## src/rtl/gpio_bus_slave.sv

```systemverilog
// Memory-mapped GPIO port: output/direction registers, synchronised inputs,
// edge detection into a sticky W1C status register and a level interrupt.
module gpio_bus_slave #(
  parameter int WIDTH       = 32,
  parameter int SYNC_STAGES = 2
) (
  input  logic             clk,
  input  logic             rst_n,
  input  logic             gpio_ce,
  input  logic             bus_re,
  input  logic [3:0]       bus_we,
  input  logic [31:0]      bus_addr,
  input  logic [31:0]      bus_wdata,
  output logic [31:0]      bus_rdata,
  input  logic [WIDTH-1:0] gpio_in,
  output logic [WIDTH-1:0] gpio_out,
  output logic [WIDTH-1:0] gpio_oe,
  output logic             irq
);

  localparam logic [2:0] ADDR_OUT    = 3'd0;
  localparam logic [2:0] ADDR_DIR    = 3'd1;
  localparam logic [2:0] ADDR_IN     = 3'd2;
  localparam logic [2:0] ADDR_EN     = 3'd3;
  localparam logic [2:0] ADDR_EDGE   = 3'd4;
  localparam logic [2:0] ADDR_STATUS = 3'd5;
  localparam logic [2:0] ADDR_SET    = 3'd6;
  localparam logic [2:0] ADDR_CLR    = 3'd7;

  logic [SYNC_STAGES-1:0][WIDTH-1:0] sync_q;
  logic [WIDTH-1:0] out_q, dir_q, en_q, edge_q, status_q, prev_q;
  logic [WIDTH-1:0] in_w, rise, fall, evt;
  logic [WIDTH-1:0] lane_mask, wdata, ones_mask, clear_mask, rdata_w;
  logic [31:0]      lane_mask32;
  logic [2:0]       sel;
  logic             wr;
  logic             unused_addr_bits;

  assign unused_addr_bits = ^{bus_addr[31:5], bus_addr[1:0]};

  assign sel         = bus_addr[4:2];
  assign wr          = gpio_ce && (bus_we != 4'b0000);
  assign lane_mask32 = {{8{bus_we[3]}}, {8{bus_we[2]}}, {8{bus_we[1]}}, {8{bus_we[0]}}};
  assign lane_mask   = lane_mask32[WIDTH-1:0];
  assign wdata       = bus_wdata[WIDTH-1:0];
  // Disabled lanes behave as writing zeros for the W1C/SET/CLR registers.
  assign ones_mask   = wdata & lane_mask;
  assign clear_mask  = (wr && sel == ADDR_STATUS) ? ones_mask : '0;

  assign in_w = sync_q[SYNC_STAGES-1];
  assign rise = in_w & ~prev_q;
  assign fall = ~in_w & prev_q;
  assign evt  = en_q & ((edge_q & rise) | (~edge_q & fall));

  assign gpio_out = out_q;
  assign gpio_oe  = dir_q;
  assign irq      = |(status_q & en_q);

  always_ff @(posedge clk or negedge rst_n) begin
    if (!rst_n) begin
      sync_q   <= '0;
      prev_q   <= '0;
      out_q    <= '0;
      dir_q    <= '0;
      en_q     <= '0;
      edge_q   <= '0;
      status_q <= '0;
    end else begin
      sync_q   <= {sync_q[SYNC_STAGES-2:0], gpio_in};
      prev_q   <= in_w;
      // New events are ORed in after the clear so a simultaneous event wins.
      status_q <= (status_q & ~clear_mask) | evt;
      if (wr) begin
        case (sel)
          ADDR_OUT:  out_q  <= (out_q & ~lane_mask) | (wdata & lane_mask);
          ADDR_DIR:  dir_q  <= (dir_q & ~lane_mask) | (wdata & lane_mask);
          ADDR_EN:   en_q   <= (en_q & ~lane_mask) | (wdata & lane_mask);
          ADDR_EDGE: edge_q <= (edge_q & ~lane_mask) | (wdata & lane_mask);
          ADDR_SET:  out_q  <= out_q | ones_mask;
          ADDR_CLR:  out_q  <= out_q & ~ones_mask;
          default:   ;
        endcase
      end
    end
  end

  always_comb begin
    rdata_w = '0;
    case (sel)
      ADDR_OUT:    rdata_w = out_q;
      ADDR_DIR:    rdata_w = dir_q;
      ADDR_IN:     rdata_w = in_w;
      ADDR_EN:     rdata_w = en_q;
      ADDR_EDGE:   rdata_w = edge_q;
      ADDR_STATUS: rdata_w = status_q;
      default:     rdata_w = '0;
    endcase
    bus_rdata = 32'h0;
    if (gpio_ce && bus_re) bus_rdata[WIDTH-1:0] = rdata_w;
  end

endmodule

```

## config.mk

```make
export PLATFORM = sky130hd
export DESIGN_NAME = gpio_bus_slave
export DESIGN_NICKNAME = d
export VERILOG_FILES = /design/src/rtl/gpio_bus_slave.sv
export SDC_FILE = /design/constraint.sdc
export NUM_CORES = 1
export LEC_CHECK = 0
export ABC_CLOCK_PERIOD_IN_PS = 2120
export CAP_MARGIN = 40
export CORE_MARGIN = 5
export CORE_UTILIZATION = 30
export DETAILED_ROUTE_END_ITERATION = 16
export PLACE_DENSITY = 0.49
export SYNTH_ARGS = -nofsm -noshare
export SYNTH_HDL_FRONTEND = slang
export SYNTH_SLANG_ARGS = --single-unit
```

## constraint.sdc

```tcl
create_clock -name clk -period 2.12 [get_ports clk]
set_input_delay 0.424 -clock clk [delete_from_list [all_inputs] [get_ports clk]]
set_output_delay 0.424 -clock clk [all_outputs]
set_load 0.02 [all_outputs]
```

Word-level counts from Yosys, hierarchy flattened

Cells that the tools add are included.

Bits in registers: 256
Bits in latches: 0
Bits in writable memories: 0
Memory bits (read-only): 0
Input bits: 104
Output and inout port bits: 97
Memories kept: 0

Add/subtract/negate cells: 0
Multipliers: 0
Divide/modulo/power cells: 0
$lt $le $gt $ge: 0
Equal/unequal tests: 7
Shift operators: 0
Multiplexer cells: 4
Bitwise operators: 26
Reductions and logical operators: 11

Operators by type and width:

| operator             | count |
|---|---|
| $and A32 B32 Y32     | 13 |
| $or A32 B32 Y32      | 7 |
| $not A32 Y32         | 6 |
| $pmux W32 S6         | 1 |
| $pmux W32 S3         | 1 |
| $mux W32             | 2 |
| $reduce_or A32 Y1    | 1 |
| $eq A3 B3 Y1 const B | 4 |
| $reduce_and A2 Y1    | 4 |
| $eq A3 B2 Y1 const B | 2 |
| $reduce_bool A4 Y1   | 1 |
| $eq A3 B1 Y1 const B | 1 |
| $logic_and A1 B1 Y1  | 3 |
| $logic_not A3 Y1     | 1 |
| $reduce_bool A3 Y1   | 1 |

Logic depth before layout (Yosys ltp)

Depth in word-level cells: 7
Mapped depth: 7

Least setup slack after synthesis

OpenSTA, ideal clock, no wires.

Kind: input-to-output
Start: in bus_addr[3]
End: out bus_rdata[11]
Arrival time: 1.648 ns
Required time: 1.696 ns
Path slack: 0.048 ns
Stages on the path: 6
Path buffers: 2
Cell sequence: buf_6 -> nand2b_4 -> buf_6 -> nor2_1 -> a222oi_1 -> a21oi_1

Longest elaborated chain between the ends: 3

Ends and longest elaborated chain:

| item                                       | RTL line | source |
|---|---|---|
| from (decl)                                | 12       | `input logic [31:0] bus_addr,` |
| $eq A3 B3 Y1, or another cell as far along | 89       | `case (sel)` |
| $pmux W32 S6 (*)                           | 89       |  |
| $mux W32 (*)                               | 99       | `if (gpio_ce && bus_re) bus_rdata[WIDTH-1:0] = rdata_w;` |
| to (decl)                                  | 14       | `output logic [31:0] bus_rdata,` |

Mark *: on every way between the ends. The rest lies on a longest branch, timed or not.

Final worst setup path

Start: reg status_q[30]
End: out irq

Longest elaborated chain between the ends: 2

Ends and longest elaborated chain:

| item                   | RTL line | source |
|---|---|---|
| from (decl)            | 31       | `logic [WIDTH-1:0] out_q, dir_q, en_q, edge_q, status_q, prev_q;` |
| from (signal assigned) | 72       | `status_q <= (status_q & ~clear_mask) \| evt;` |
| $and A32 B32 Y32       | 57       | `assign irq = \|(status_q & en_q);` |
| $reduce_or A32 Y1      | 57       |  |
| to (decl)              | 18       | `output logic irq` |

Every way passes these cells.

==> results.yml <==
critical_path:
  path_class: "flop to output port"
  worstSetupEndpointType: "output port"
  critPathArrivalTime_ps: 2210
  critical_path.max_stage_delay_ps: 510
  cp_slowest_cell: "or4_4"
  startpoint_type: "flop"
  path_max_fanout: 2
  cp.required_ps: 1700
  cp_cell_sequence: "a22oi_2 -> buf_4 -> nand4_1 -> or4_4 -> buf_6"
drt:
  first_iter_violations: 609
  final_antenna_net_count: 0
  avgViaCountPerCell: 5.09
  drt_pre_antenna_iters: 5
  wl_per_cell_um: 22.2
  drc_errors: 0
  wirelength_um: 42400
  vias: 9736
sta:
  fin_skew_ps: 6.80
  hold_viol: 0
  finalMaxSlewViolations: 0
  period_share_pct: 124
  fin_ws_ps: -511
  max_slew_margin_pct: 66.6
  rsz0062_at_grt: "true"
  tightest_slew_ps: 501
  period_minus_slack_ps: 2630
  setup_viol: 31
  max_freq_mhz: 380
worst_hold_path:
  hp-class: "input port to flop"
yosys:
  syn-cell-area_mm2: 0.0115
  synth-seq-cells: 256
  synthFlopType: "dfrtp_1"
  synthArstFlopShare_pct: 100
  synth_edf_count: 0
  synth.distinct_cells: 45
  synthCells: 988
  syn-num-nets: 1092
  ys_warn_count: 0
  ys_seq_area_share_pct: 55.8
  avgSynthCellArea_um2: 11.6
floorplan:
  die_w_um: 206
  coreArea_mm2: 0.0378
  die_area_mm2: 0.0423
  die_h_um: 206
  io_pins: 201
  num_rows: 71
  start_util_pct: 30.4
finish:
  layout_common_cells: "250 x dfrtp_1, 152 x buf_4, 110 x nand2_1, 110 x clkdlybuf4s50_1, 102 x mux2_2"
  drive_above_1_share_pct: 38.2
  fillers: 3462
  layout_commonest_cell: "dfrtp_1"
  diodes: 0
  nNetsFinal: 1484
  postLayoutCellArea_mm2: 0.0175
  final_cells: 1914
  final_util_pct: 46.4
  syn_to_final_growth_pct: 52.8
cts:
  root_buffer: "clkbuf_16"
  cts_made_buffers: 30
  cts_num_sinks: 256
  htreeDepth: 1
  clk-insertion-delay-late_ps: 570
  cts.clk_slew.worst_paths_ps: 60
  tritoncts: "done"
  ctsLongestPathBuffers: 3
pwr:
  power_w: 0.0156
  p_leak_nw: 7.72
  max-vdd-ir-drop_uv: 661
  power_density_mw_per_mm2: 889
outcome:
  violations: "negative setup slack"
  outcome: "finished with violations"
grt:
  grt_antenna_before_repair: 2
  grt_pass1_vias: 9972
  overflow: 0
  gr-usage-met3_pct: 3.58
  grt_usage_pct: 19.8
  grt_pass1_wl_um: 63500
  met2_usage_pct: 31.9
  grt_max_degree: 51
  grt.busiest_layer: "met2"
  met1_usage_pct: 28.0
placed_design:
  placed_area_mm2: 0.0153
  placedCellCount: 1822
  portBuffers: 171
  gp_congestion: 0.821
  dp_hpwl_um: 29400
job:
  maxCapViolations: 0
Yosys cell counts (2+ instances only):
library cell / count / share of area, %
a211o_1: 7 / 0.53
a211oi_1: 32 / 2.1
a21o_1: 2 / 0.13
a21oi_1: 67 / 2.9
a221oi_1: 11 / 0.84
a222oi_1: 2 / 0.17
a22o_1: 32 / 2.4
a22oi_1: 16 / 1.0
a32oi_1: 7 / 0.53
buf_1: 2 / 0.065
buf_2: 7 / 0.31
buf_4: 11 / 0.72
buf_6: 2 / 0.20
clkbuf_1: 19 / 0.62
dfrtp_1: 256 / 56
inv_1: 3 / 0.098
mux2_1: 2 / 0.20
mux2_2: 110 / 11
mux2i_1: 44 / 3.8
mux4_2: 2 / 0.39
nand2_1: 118 / 3.9
nand2_2: 2 / 0.11
nand3_1: 7 / 0.31
nand3b_1: 5 / 0.33
nand4_1: 4 / 0.22
nor2_1: 84 / 2.7
nor2_2: 4 / 0.22
nor2_4: 4 / 0.39
nor3_2: 5 / 0.44
nor3_4: 3 / 0.43
o21a_1: 3 / 0.20
o21ai_0: 42 / 1.8
o22ai_1: 13 / 0.71
o2bb2ai_1: 33 / 2.5
o31ai_1: 2 / 0.13
o32ai_1: 16 / 1.2
cell families after synthesis:
family | Yosys count | synth area share [%]
compound gates | 285 | 17.3
buf+inv | 44 | 2.01
flops | 256 | 55.8
mux | 158 | 15.2
simple gates | 245 | 9.64
what timing repair did:
action,in CTS,in global routing
buffers inserted,28,15
hold endpoints to repair,43,0
pin swaps,37,38
setup endpoints to repair,43,43
hold buffers,1,0
gates cloned,6,0
resized for setup,311,98
worst max-delay path: cells and delay by family (launching register included):
family                 cells  cell delay (ps)
AO/OA/AOI/OAI              1              190
AND/OR/NAND/NOR            2              690
flip-flops                 1              440
buffers and inverters      2              320
stage by stage:
stage / hold slack, ps / worst slack [ps] / TNS, ps
floorplan: 128 / 48.4 / 0
global placement: 333 / -1170 / -39520
detailed placement: 335 / -811 / -37570
CTS: 234 / -595 / -4540
global route: 248 / -557 / -5320
finish: 264 / -511 / -3340
worst paths after layout:
kind,to,startpoint,slack (ps),depth (start not counted)
max reg2reg,status_q[31]$_DFF_PN0_,in_w[31]$_DFF_PN0_,1030,4
max in group asynchronous,async pin,rst_n,1060,3
min,gpio_out[16]$_DFFE_PN0P_,bus_addr[4],260,3
max,irq,status_q[30]$_DFF_PN0_,-510,5
min reg2reg,in_w[30]$_DFF_PN0_,sync_q[30]$_DFF_PN0_,340,0
min in group asynchronous,async pin,rst_n,390,2
area by class of cell:
class / count / area (um2) / share of cell area (%)
flip-flops and latches: 256 / 6410 / 36.6
multi-input cells: 688 / 5340 / 30.5
repair buffers: 401 / 4110 / 23.5
clock buffers: 42 / 887 / 5.06
well taps: 511 / 639 / 3.65
clock inverters: 13 / 125 / 0.714
inverters: 3 / 11.3 / 0.0642
where the power goes:
group	switching, W	internal, W
clock	0.00210	0.00315
sequential	0.000716	0.00563
combinational	0.00176	0.00224
total	0.00458	0.0110
layer usage:
layer	part of all wire, %	vias up
li1	-	4494
met1	46	4938
met2	47	238
met3	5.1	62
met4	2.5	4
met5	0.047	-
Power figures use the tool's default switching activity.
